### src/rtl/pipe_pkg.sv
// -----------------------------------------------------------------------------
// pipe_pkg
// Shared widths and control-bit layout for the pipeline stage register.
//   Payload layout (LSB first is not mandated here; widths only):
//     ALU result (WORD_W) + Rs data (WORD_W) + Rd data (WORD_W)
//     + Rd address (PIPE_REG_ADDR_W) + CCR (PIPE_CCR_W) = 54 bits.
//   Control bits: memRead, memWrite, regWrite at the indices below.
// -----------------------------------------------------------------------------
package pipe_pkg;

   localparam int PIPE_WORD_W     = 16;
   localparam int PIPE_REG_ADDR_W = 3;
   localparam int PIPE_CCR_W      = 3;

   localparam int PIPE_DATA_W = 3 * PIPE_WORD_W + PIPE_REG_ADDR_W + PIPE_CCR_W;
   localparam int PIPE_CTRL_W = 3;

   localparam int CTRL_MEMREAD  = 0;
   localparam int CTRL_MEMWRITE = 1;
   localparam int CTRL_REGWRITE = 2;

   // True when the entry changes architectural state (memory or register file).
   function automatic logic ctrl_has_side_effect(input logic [PIPE_CTRL_W-1:0] c);
      return c[CTRL_MEMWRITE] | c[CTRL_REGWRITE];
   endfunction

   // True when the entry reads memory.
   function automatic logic ctrl_reads_mem(input logic [PIPE_CTRL_W-1:0] c);
      return c[CTRL_MEMREAD];
   endfunction

endpackage

### src/rtl/pipe_skid_buf.sv
// -----------------------------------------------------------------------------
// pipe_skid_buf
// One-entry skid register holding an entry that arrived while the main
// register was full and stalled.
//   clk, rst   : clock, synchronous active-high reset
//   i_flush    : drop the held entry
//   i_load     : capture i_data / i_ctrl
//   i_unload   : entry moves on to the main register this cycle
//   o_valid    : skid holds an entry (registered)
//   o_data     : held payload
//   o_ctrl     : held control bits
// -----------------------------------------------------------------------------
module pipe_skid_buf
   import pipe_pkg::*;
#(
   parameter int DATA_W = PIPE_DATA_W,
   parameter int CTRL_W = PIPE_CTRL_W
) (
   input  logic              clk,
   input  logic              rst,
   input  logic              i_flush,
   input  logic              i_load,
   input  logic [DATA_W-1:0] i_data,
   input  logic [CTRL_W-1:0] i_ctrl,
   input  logic              i_unload,
   output logic              o_valid,
   output logic [DATA_W-1:0] o_data,
   output logic [CTRL_W-1:0] o_ctrl
);

   logic              r_valid;
   logic [DATA_W-1:0] r_data;
   logic [CTRL_W-1:0] r_ctrl;

   always_ff @(posedge clk) begin
      if (rst) begin
         r_valid <= 1'b0;
         r_data  <= '0;
         r_ctrl  <= '0;
      end else if (i_flush) begin
         r_valid <= 1'b0;
      end else if (i_load) begin
         r_valid <= 1'b1;
         r_data  <= i_data;
         r_ctrl  <= i_ctrl;
      end else if (i_unload) begin
         r_valid <= 1'b0;
      end
   end

   assign o_valid = r_valid;
   assign o_data  = r_data;
   assign o_ctrl  = r_ctrl;

endmodule

### src/rtl/pipe_stage_reg.sv
// -----------------------------------------------------------------------------
// pipe_stage_reg
// Valid/ready pipeline stage register with bubble-zeroed control bits.
//
// Handshake: an entry moves across a port on a posedge where valid and ready
// are both 1. in_valid/in_data/in_ctrl are only consumed when in_ready=1;
// out_valid, once high, stays high with stable out_data/out_ctrl until
// out_ready=1 retires it. flush and rst drop every held entry.
//
// Build option: define PIPE_STAGE_SKID_EN to add a one-entry skid register.
//   Undefined: in_ready = !out_valid || out_ready (combinational).
//   Defined  : in_ready is the registered "skid empty" flag, cutting the
//              out_ready -> in_ready path.
//
// Ports:
//   clk, rst             : clock, synchronous active-high reset
//   in_valid/in_ready    : upstream handshake
//   in_data, in_ctrl     : upstream payload and control bits
//   flush                : discard held and incoming entries
//   out_valid/out_ready  : downstream handshake
//   out_data, out_ctrl   : registered payload / control (ctrl=0 on bubbles)
// -----------------------------------------------------------------------------
module pipe_stage_reg
   import pipe_pkg::*;
#(
   parameter int DATA_W = PIPE_DATA_W,
   parameter int CTRL_W = PIPE_CTRL_W
) (
   input  logic              clk,
   input  logic              rst,
   input  logic              in_valid,
   output logic              in_ready,
   input  logic [DATA_W-1:0] in_data,
   input  logic [CTRL_W-1:0] in_ctrl,
   input  logic              flush,
   output logic              out_valid,
   input  logic              out_ready,
   output logic [DATA_W-1:0] out_data,
   output logic [CTRL_W-1:0] out_ctrl
);

   logic              r_out_valid;
   logic [DATA_W-1:0] r_out_data;
   logic [CTRL_W-1:0] r_out_ctrl;

   logic              w_accept;
   logic              w_retire;
   logic              w_main_free;
   logic              w_load;
   logic [DATA_W-1:0] w_load_data;
   logic [CTRL_W-1:0] w_load_ctrl;

   assign w_retire    = r_out_valid && out_ready;
   // Main register can take a new entry: empty, or its entry leaves this edge.
   assign w_main_free = !r_out_valid || out_ready;

`ifdef PIPE_STAGE_SKID_EN
   logic              w_skid_valid;
   logic [DATA_W-1:0] w_skid_data;
   logic [CTRL_W-1:0] w_skid_ctrl;
   logic              w_skid_load;
   logic              w_skid_unload;

   // Registered: skid flag comes straight from a flop.
   assign in_ready      = !w_skid_valid;
   assign w_accept      = in_valid && in_ready;
   assign w_skid_load   = w_accept && !w_main_free;
   assign w_skid_unload = w_skid_valid && w_retire;

   // While skid is full in_ready=0, so the only main load is the skid entry.
   assign w_load      = w_skid_unload || (w_accept && w_main_free);
   assign w_load_data = w_skid_valid ? w_skid_data : in_data;
   assign w_load_ctrl = w_skid_valid ? w_skid_ctrl : in_ctrl;

   pipe_skid_buf #(
      .DATA_W (DATA_W),
      .CTRL_W (CTRL_W)
   ) u_skid (
      .clk      (clk),
      .rst      (rst),
      .i_flush  (flush),
      .i_load   (w_skid_load),
      .i_data   (in_data),
      .i_ctrl   (in_ctrl),
      .i_unload (w_skid_unload),
      .o_valid  (w_skid_valid),
      .o_data   (w_skid_data),
      .o_ctrl   (w_skid_ctrl)
   );
`else
   assign in_ready    = w_main_free;
   assign w_accept    = in_valid && in_ready;
   assign w_load      = w_accept;
   assign w_load_data = in_data;
   assign w_load_ctrl = in_ctrl;
`endif

   // Priority: rst > flush > load > retire. out_data is left alone on
   // flush/retire; only out_ctrl is zeroed so bubbles carry no side effects.
   always_ff @(posedge clk) begin
      if (rst) begin
         r_out_valid <= 1'b0;
         r_out_data  <= '0;
         r_out_ctrl  <= '0;
      end else if (flush) begin
         r_out_valid <= 1'b0;
         r_out_ctrl  <= '0;
      end else if (w_load) begin
         r_out_valid <= 1'b1;
         r_out_data  <= w_load_data;
         r_out_ctrl  <= w_load_ctrl;
      end else if (w_retire) begin
         r_out_valid <= 1'b0;
         r_out_ctrl  <= '0;
      end
   end

   assign out_valid = r_out_valid;
   assign out_data  = r_out_data;
   assign out_ctrl  = r_out_ctrl;

endmodule

### config.mk
export PLATFORM = sky130hd
export DESIGN_NAME = pipe_stage_reg
export DESIGN_NICKNAME = d
export VERILOG_FILES = /design/src/rtl/pipe_pkg.sv /design/src/rtl/pipe_skid_buf.sv /design/src/rtl/pipe_stage_reg.sv
export SDC_FILE = /design/constraint.sdc
export NUM_CORES = 1
export LEC_CHECK = 0
export ABC_AREA = 1
export BUFFER_PORTS_ARGS = -buffer_cell sky130_fd_sc_hd__buf_2
export CAP_MARGIN = 20
export CORE_MARGIN = 3
export CORE_UTILIZATION = 43
export CTS_CLUSTER_DIAMETER = 30
export CTS_CLUSTER_SIZE = 24
export DETAILED_ROUTE_END_ITERATION = 7
export GPL_ROUTABILITY_DRIVEN = 0
export PLACE_DENSITY = 0.78
export REMOVE_ABC_BUFFERS = 1
export SYNTH_ARGS = -nofsm -noshare
export SYNTH_HDL_FRONTEND = slang
export SYNTH_SLANG_ARGS = --single-unit
### constraint.sdc
create_clock -name clk -period 2.86 [get_ports clk]
set_clock_uncertainty 0.2 [all_clocks]
set_input_delay 0 -clock clk [delete_from_list [all_inputs] [get_ports clk]]
set_output_delay 0 -clock clk [all_outputs]
set_load 0.01 [all_outputs]
-- Yosys cells after proc, flatten, opt, wreduce, memory -nomap -nowiden
Index checks and enable logic that the tools add are counted.
- register bits: 58
- bits in latches: 0
- memory bits (writable): 0
- memory bits (read-only): 0
- input port bits: 62
- output and inout port bits: 59
- word-level logic and storage cells: 15
- memories kept: 0
- $add $sub $neg: 0
- multipliers: 0
- divide/modulo/power cells: 0
- magnitude comparators: 0
- eq/ne operators: 0
- shifts and indexed selects: 0
- multiplexer cells: 4
- bitwise operators: 1
- reduce and logical (&&, ||, !) cells: 7
- operator list (operator ; number):
    $mux 3 ; 2
    $logic_and 1x1->1 ; 2
    $mux 1 ; 2
    $reduce_and 2->1 ; 1
    $reduce_bool 2->1 ; 1
    $reduce_or 2->1 ; 1
    $logic_not 1->1 ; 1
    $logic_or 1x1->1 ; 1
    $not 1->1 ; 1

-- Depth between registers and ports, before layout
Gate-level depths: netlist (run 1).
- depth in word-level cells: 4
- gate-level depth with buffers: 7
- depth with buffers taken out: 6

-- Least setup slack after synthesis (run 1)
OpenSTA, ideal clock, no wires.
- path type: register to register
- start point: reg r_out_valid, in the netlist out_valid
- end point: reg r_out_data[0], in the netlist out_data[0]
- setup time: 110 ps
- data arrival time: 940 ps
- data required time: 2550 ps
- setup slack: 1610 ps
- cell stages (with the launch flop): 7
- buffers on the path: 1
- clock period less this slack: 1250 ps
- path through: dfxtp_1 nand2_2 nand3_4 buf_2 nand2_1 inv_1 nor2_1
- word-level cells in the longest chain between the ends: 4
- RTL lines (item ; RTL line ; source):
    from (decl) ; pipe_stage_reg.sv:42 ; logic r_out_valid;
    from (signal assigned) ; pipe_stage_reg.sv:102 ; r_out_valid <= 1'b0;
    from (signal assigned) ; pipe_stage_reg.sv:106 ; r_out_valid <= 1'b0;
    from (signal assigned) ; pipe_stage_reg.sv:109 ; r_out_valid <= 1'b1;
    $logic_not 1->1 ; pipe_stage_reg.sv:55 ; assign w_main_free = !r_out_valid || out_ready;
    $logic_or 1x1->1 ; pipe_stage_reg.sv:55 ;
    $logic_and 1x1->1 ; pipe_stage_reg.sv:92 ; assign w_accept = in_valid && in_ready;
    $reduce_and 2->1 (no source line) ; -- ;
    to (signal assigned) ; pipe_stage_reg.sv:110 ; r_out_data <= w_load_data;
    to (decl) ; pipe_stage_reg.sv:43 ; logic [DATA_W-1:0] r_out_data;
No other way between the ends.
A chain may end at the register's enable or synchronous reset.

-- Final worst setup path (run 1)
- start point: reg r_out_valid, in the netlist out_valid
- end point: reg r_out_data[15], in the netlist out_data[15]
The elaborated chain is that of the path after synthesis.

==> results.py, run 1 <==
metrics = {
    "timing": {
        "fmax_mhz": 459,
        "maxSlewHeadroom_pct": 53.3,
        "final.period_utilization_pct": 76.2,
        "fin_tns_setup_ns": 0,
        "worst_pin_slew_ns": 0.699,
        "rsz0062_at_grt": "no",
        "post-route-min-period_ns": 2.18,
        "hold_viol": 0,
        "setup_viol_count_final": 0,
        "fin_ws_ns": 0.681,
        "drv_slew": 0,
    },
    "finish": {
        "layout_common_cells": "165 x inv_1, 120 x buf_2, 111 x nand2_1, 74 x dlygate4sd3_1, 58 x dfxtp_1",
        "final_common_cell": "inv_1",
        "num-nets-final": 727,
        "final_core_util_pct": 68.1,
        "drive_gt1_share_pct": 21.0,
        "area_growth_pct": 49.5,
        "layout.cell_area.non_filler_mm2": 0.00445,
        "diodes": 0,
    },
    "clocking": {
        "clock_latency_ns": 0.33,
        "path_clk_slew_ns": 0.07,
        "root_buffer": "clkbuf_8",
        "cts_buffer_depth": 2,
        "cts_setup_buffers": 0,
        "ctsResizeCount": 0,
        "htree_levels": 3,
        "cts_buffers": 9,
        "tritoncts": "yes",
        "cts_hold_buf": 74,
        "cts_sinks": 58,
    },
    "worst_hold_path": {
        "hp-class": "input port to register",
    },
    "floorplan": {
        "core_mm2": 0.00653,
        "ios": 121,
        "die_h_um": 89.2,
        "rows": 29,
        "initial_utilization_pct": 45.6,
        "die-width_um": 89.2,
        "die_area_mm2": 0.00796,
    },
    "synth": {
        "synth.distinct_cells": 15,
        "syn_area_per_cell_um2": 6.14,
        "synth_top_area_cell": "dfxtp_1",
        "ys_ff_latch": 58,
        "yosysWarnings": 0,
        "synthCells": 485,
        "seq_area_frac_synth_pct": 39.0,
        "synth.top_cell.area_share_pct": 39.0,
        "synth.area.top_cells": "dfxtp_1 39%, inv_1 21%, nand2_1 14%, nand4_1 11%, nor2_1 6.8%",
        "netlist_area_mm2": 0.00298,
    },
    "critical_path": {
        "crit_end": "out_data[15]",
        "worstSetupStartpointType": "register",
        "critPathMaxStageDelay_ns": 0.62,
        "crit_family": "buffers and inverters",
        "worstPathCellList": "nand2_2 > buf_4 > nand4_1 > dlygate4sd3_1 > nand2_1 > nor2_1",
        "path_buf_inv": 2,
        "cp_max_fo": 59,
        "worstSetupStartpoint": "out_valid",
        "worst-path-stages": 6,
        "slowest_stage": "dlygate4sd3_1",
        "r2r_start": "out_valid",
        "required_ns": 2.88,
        "critPathKind": "register to register",
        "regToRegEndpoint": "out_data[15]",
        "cp.arrival_ns": 2.20,
        "endpoint_kind": "register",
        "rr_worst_depth": 6,
        "rrSetupSlack_ns": 0.68,
    },
    "outcome": {
        "status": "finished clean",
    },
    "run": {
        "max-cap-violations": 0,
    },
    "global_route": {
        "grt_pass1_vias": 3169,
        "grt_pass1_wl_um": 13700,
        "gr-total-overflow": 0,
        "grt.total_usage_pct": 21.8,
        "grt_max_degree": 60,
        "antenna_found_initial": 0,
    },
    "power": {
        "finalPower_mw": 1.95,
        "powerDensity_mw_per_mm2": 439,
        "p_leak_nw": 2.67,
        "p_comb_share_pct": 21.8,
        "swShare_pct": 28.3,
        "ir_drop_mv": 0.255,
        "switchingPower_mw": 0.554,
        "p_clk_share_pct": 32.6,
        "intPower_mw": 1.40,
        "power.share.sequential_pct": 45.6,
    },
    "placed_design": {
        "dpl_cell_area_mm2": 0.00355,
        "place_ws_ns": 1.08,
        "dp.final_hpwl_um": 4690,
        "io_buffers": 120,
    },
    "detailed_routing": {
        "route.met2.wl_um": 4360,
        "maxUsedRoutingLayer": "met4",
        "drtIter0Drc": 141,
        "routed_wl_um": 8570,
        "drc": 0,
        "drtAntennaViolNets": 0,
        "wl_met1_um": 3480,
        "wl_per_cell_um": 11.5,
        "viasPerCell": 4.50,
        "num_vias": 3360,
        "wl_met3_um": 531,
        "drtPass1Iterations": 4,
    },
}
power groups by stage:
| stage | logic, mW | registers (mW) | clock network [mW] |
|---|---|---|---|
| after floorplan | 0.171 | 0.933 | 0 |
| after global routing | 0.482 | 0.897 | 0.688 |
| after global placement | 0.338 | 0.908 | 0 |
| after detailed placement | 0.345 | 0.909 | 0 |
| final | 0.426 | 0.892 | 0.636 |
| after CTS | 0.419 | 0.891 | 0.655 |
worst register-to-register path, cell delays in order (launching register included):
cell and delay [ns]:
dfxtp_1 0.34, nand2_2 0.11, buf_4 0.49, nand4_1 0.21
dlygate4sd3_1 0.62, nand2_1 0.07, nor2_1 0.05
metal layers:
metal / vias to the layer above / track usage, %
li1: 1751 / -
met1: 1454 / 23.5
met2: 134 / 41.1
met3: 21 / 4.06
met4: 0 / 9.61
met5: - / 0
worst min-delay path by stage:
stage / cells past startpoint / slack [ns] / from / to
6_report: 5 / 0.03 / flush / out_data[25]
3_5_place_dp: 3 / 0.08 / in_ctrl[2] / out_ctrl[2]
4_1_cts: 5 / 0.009 / flush / out_data[25]
5_1_grt: 4 / 0.06 / rst / out_data[1]
3_3_place_gp: 3 / 0.08 / in_ctrl[2] / out_ctrl[2]
2_1_floorplan: 2 / -0.07 / in_valid / out_valid
through the flow:
| stage | std cells | hold WS (ns) |
|---|---|---|
| 2_1_floorplan | 456 | -0.0660 |
| 3_3_place_gp | 657 | 0.0779 |
| 3_5_place_dp | 657 | 0.0799 |
| 4_1_cts | 747 | 0.00852 |
| 5_1_grt | 747 | 0.0569 |
| 6_report | 747 | 0.0260 |
final cells by class:
class / count / area, um^2
Inverter: 167 / 627
Clock inverter: 3 / 15.0
Fill cell: 558 / 2080
Multi-Input combinational cell: 231 / 1030
Timing Repair Buffer: 198 / 1370
Sequential cell: 58 / 1160
Tap cell: 77 / 96.3
Clock buffer: 13 / 149
synth_stat cells, drive strengths merged:
library cell	number
a21oi	4
dfxtp	58
clkbuf	3
inv	167
nand2	112
nand3	7
nor2	54
buf	26
nand4	54
logic make-up after synthesis:
family | Yosys count | synth area share [%]
and+or+nand+nor | 227 | 34.0
AOI/OAI and AO/OA | 4 | 0.673
DFF | 58 | 39.0
buffers and inverters | 196 | 26.4
state kept, by name, indices dropped and copies added (netlist names):
name,count
out_data,54
out_ctrl,3
out_valid,1
(Power assumes the default switching activity.)
==> run 2, diff against run 1 <==
Settings changed: PLACE_DENSITY 0.78 to 0.81.
Clock period 2.86 ns to 1.9 ns, I/O delays scaled along.
==> results.py, run 2 (synthesized netlist as in run 1, its figures left out) <==
metrics = {
    "floorplan": {
        "rows": 29,
        "ios": 121,
        "initial_utilization_pct": 45.6,
        "die-width_um": 89.2,
        "die_h_um": 89.2,
        "core_mm2": 0.00653,
        "die_area_mm2": 0.00796,
    },
    "power": {
        "p_leak_nw": 2.76,
        "powerDensity_mw_per_mm2": 654,
        "ir_drop_mv": 0.590,
    },
    "finish": {
        "nFillCells": 548,
        "final_common_cell": "inv_1",
        "largest_register_ffs": 54,
        "num-nets-final": 740,
        "drive_gt1_share_pct": 21.2,
        "area_growth_pct": 54.7,
        "diodes": 0,
        "layoutNonFillerInstCount": 760,
        "final_core_util_pct": 70.5,
        "layout_common_cells": "165 x inv_1, 120 x buf_2, 111 x nand2_1, 84 x dlygate4sd3_1, 57 x dfxtp_1",
    },
    "detailed_routing": {
        "num_vias": 3512,
        "drtAntennaViolNets": 0,
        "drtPass1Iterations": 4,
        "viasPerCell": 4.62,
        "drc": 0,
        "drtIter0Drc": 159,
        "routed_wl_um": 9230,
        "wl_per_cell_um": 12.1,
    },
    "clocking": {
        "cts_sinks": 58,
        "cts_buffer_depth": 2,
        "tritoncts": "yes",
        "path_clk_slew_ns": 0.07,
        "htree_levels": 3,
        "cts_setup_buffers": 0,
        "cts_buffers": 9,
        "root_buffer": "clkbuf_8",
        "clock_latency_ns": 0.32,
    },
    "global_route": {
        "gr-total-overflow": 0,
        "grt_pass1_wl_um": 14700,
        "grt.met3_usage_pct": 4.52,
        "busiest_layer": "met2",
        "antenna_found_initial": 0,
        "grt_pass1_vias": 3366,
        "grtUsageMet1_pct": 26.6,
        "grt_max_degree": 55,
        "grt_use_met2_pct": 41.9,
        "grt.total_usage_pct": 23.6,
    },
    "worst_hold_path": {
        "hp-class": "input port to register",
        "worst_hold_startpoint": "in_valid",
    },
    "timing": {
        "hold_viol": 0,
        "drv_slew": 0,
        "setup_viol_count_final": 0,
        "final.period_utilization_pct": 96.9,
        "fin_ws_ns": 0.0586,
        "maxSlewHeadroom_pct": 60.4,
        "fmax_mhz": 543,
        "post-route-min-period_ns": 1.84,
        "worst_pin_slew_ns": 0.594,
        "rsz0062_at_grt": "yes",
        "worst_hold_slack_ns": 0.0780,
    },
    "placed_design": {
        "dp.final_hpwl_um": 4990,
        "place_ws_ns": 0.345,
        "io_buffers": 120,
        "dpl.cell_count": 660,
    },
    "outcome": {
        "status": "finished clean",
    },
    "critical_path": {
        "worstSetupStartpointType": "register",
        "cp.arrival_ns": 1.86,
        "critPathKind": "register to register",
        "worstSetupStartpoint": "out_valid",
        "endpoint_kind": "register",
        "cp_max_fo": 28,
        "r2r_start": "out_valid",
        "required_ns": 1.92,
    },
    "run": {
        "max-cap-violations": 0,
    },
}
==> run 2: cell types whose count changed in the layout (fill, tap and decap cells not counted) <==
cell | before | now
dlygate4sd3_1 | 74 | 84
inv_4 | 0 | 1
inv_2 | 2 | 1
dfxtp_1 | 58 | 57
dfxtp_2 | 0 | 1
buf_8 | 0 | 2
buf_12 | 0 | 1
==> run 2: per-layer routing <==
metal  share of wire (%)  up-vias  wire (um)
met5                   0        -          0
met4                 3.8        0        354
met3                 6.2       36        569
met2                  51      142       4730
met1                  39     1559       3570
li1                    -     1775          -
==> run 2: path summary, 6_finish.rpt <==
kind	end	slack (ns)	cells after the start
setup / recovery	out_data[0]	0.06	6
hold / removal	out_valid	0.08	4
setup reg to reg	out_data[0]	0.06	6
hold reg to reg	out_data[12]	0.31	4
==> run 2: per-stage QoR <==
step | setup TNS (ns) | total power, mW | cell area (um^2)
finish | 0 | 3.01 | 4600
global route | -0.0170 | 3.17 | 4600
CTS | 0 | 3.01 | 4590
detailed placement | 0 | 1.90 | 3580
global placement | 0 | 1.88 | 3580
floorplan | -5.92 | 1.66 | 2820
==> run 2: layout make-up <==
class | instances | area, um^2 | share of cell area, %
clock buffers | 13 | 149 | 3.23
flip-flops and latches | 58 | 1160 | 25.2
multi-input cells | 231 | 1030 | 22.4
repair buffers | 211 | 1520 | 33.0
clock inverters | 3 | 15.0 | 0.326
inverters | 167 | 629 | 13.7
well taps | 77 | 96.3 | 2.09
==> run 2: what timing repair did <==
action | in CTS | in global routing
endpoints found under the setup margin | 0 | 26
endpoints found under the hold margin | 57 | 0
hold buffers | 84 | 0
resized for setup | 0 | 7
==> run 2: where the power goes <==
group	switching, mW	leakage, nW	internal [mW]
combinational	0.351	2.20	0.338
clock	0.473	0.0872	0.504
sequential	0.0463	0.479	1.30
total	0.870	2.76	2.14
==> run 2: worst max-delay path: stages (launching register included) <==
cell and delay [ns]:
dfxtp_2 0.34, nand2_2 0.14, buf_8 0.21, nand4_1 0.10, nand2_1 0.09, dlygate4sd3_1 0.58
nor2_1 0.06
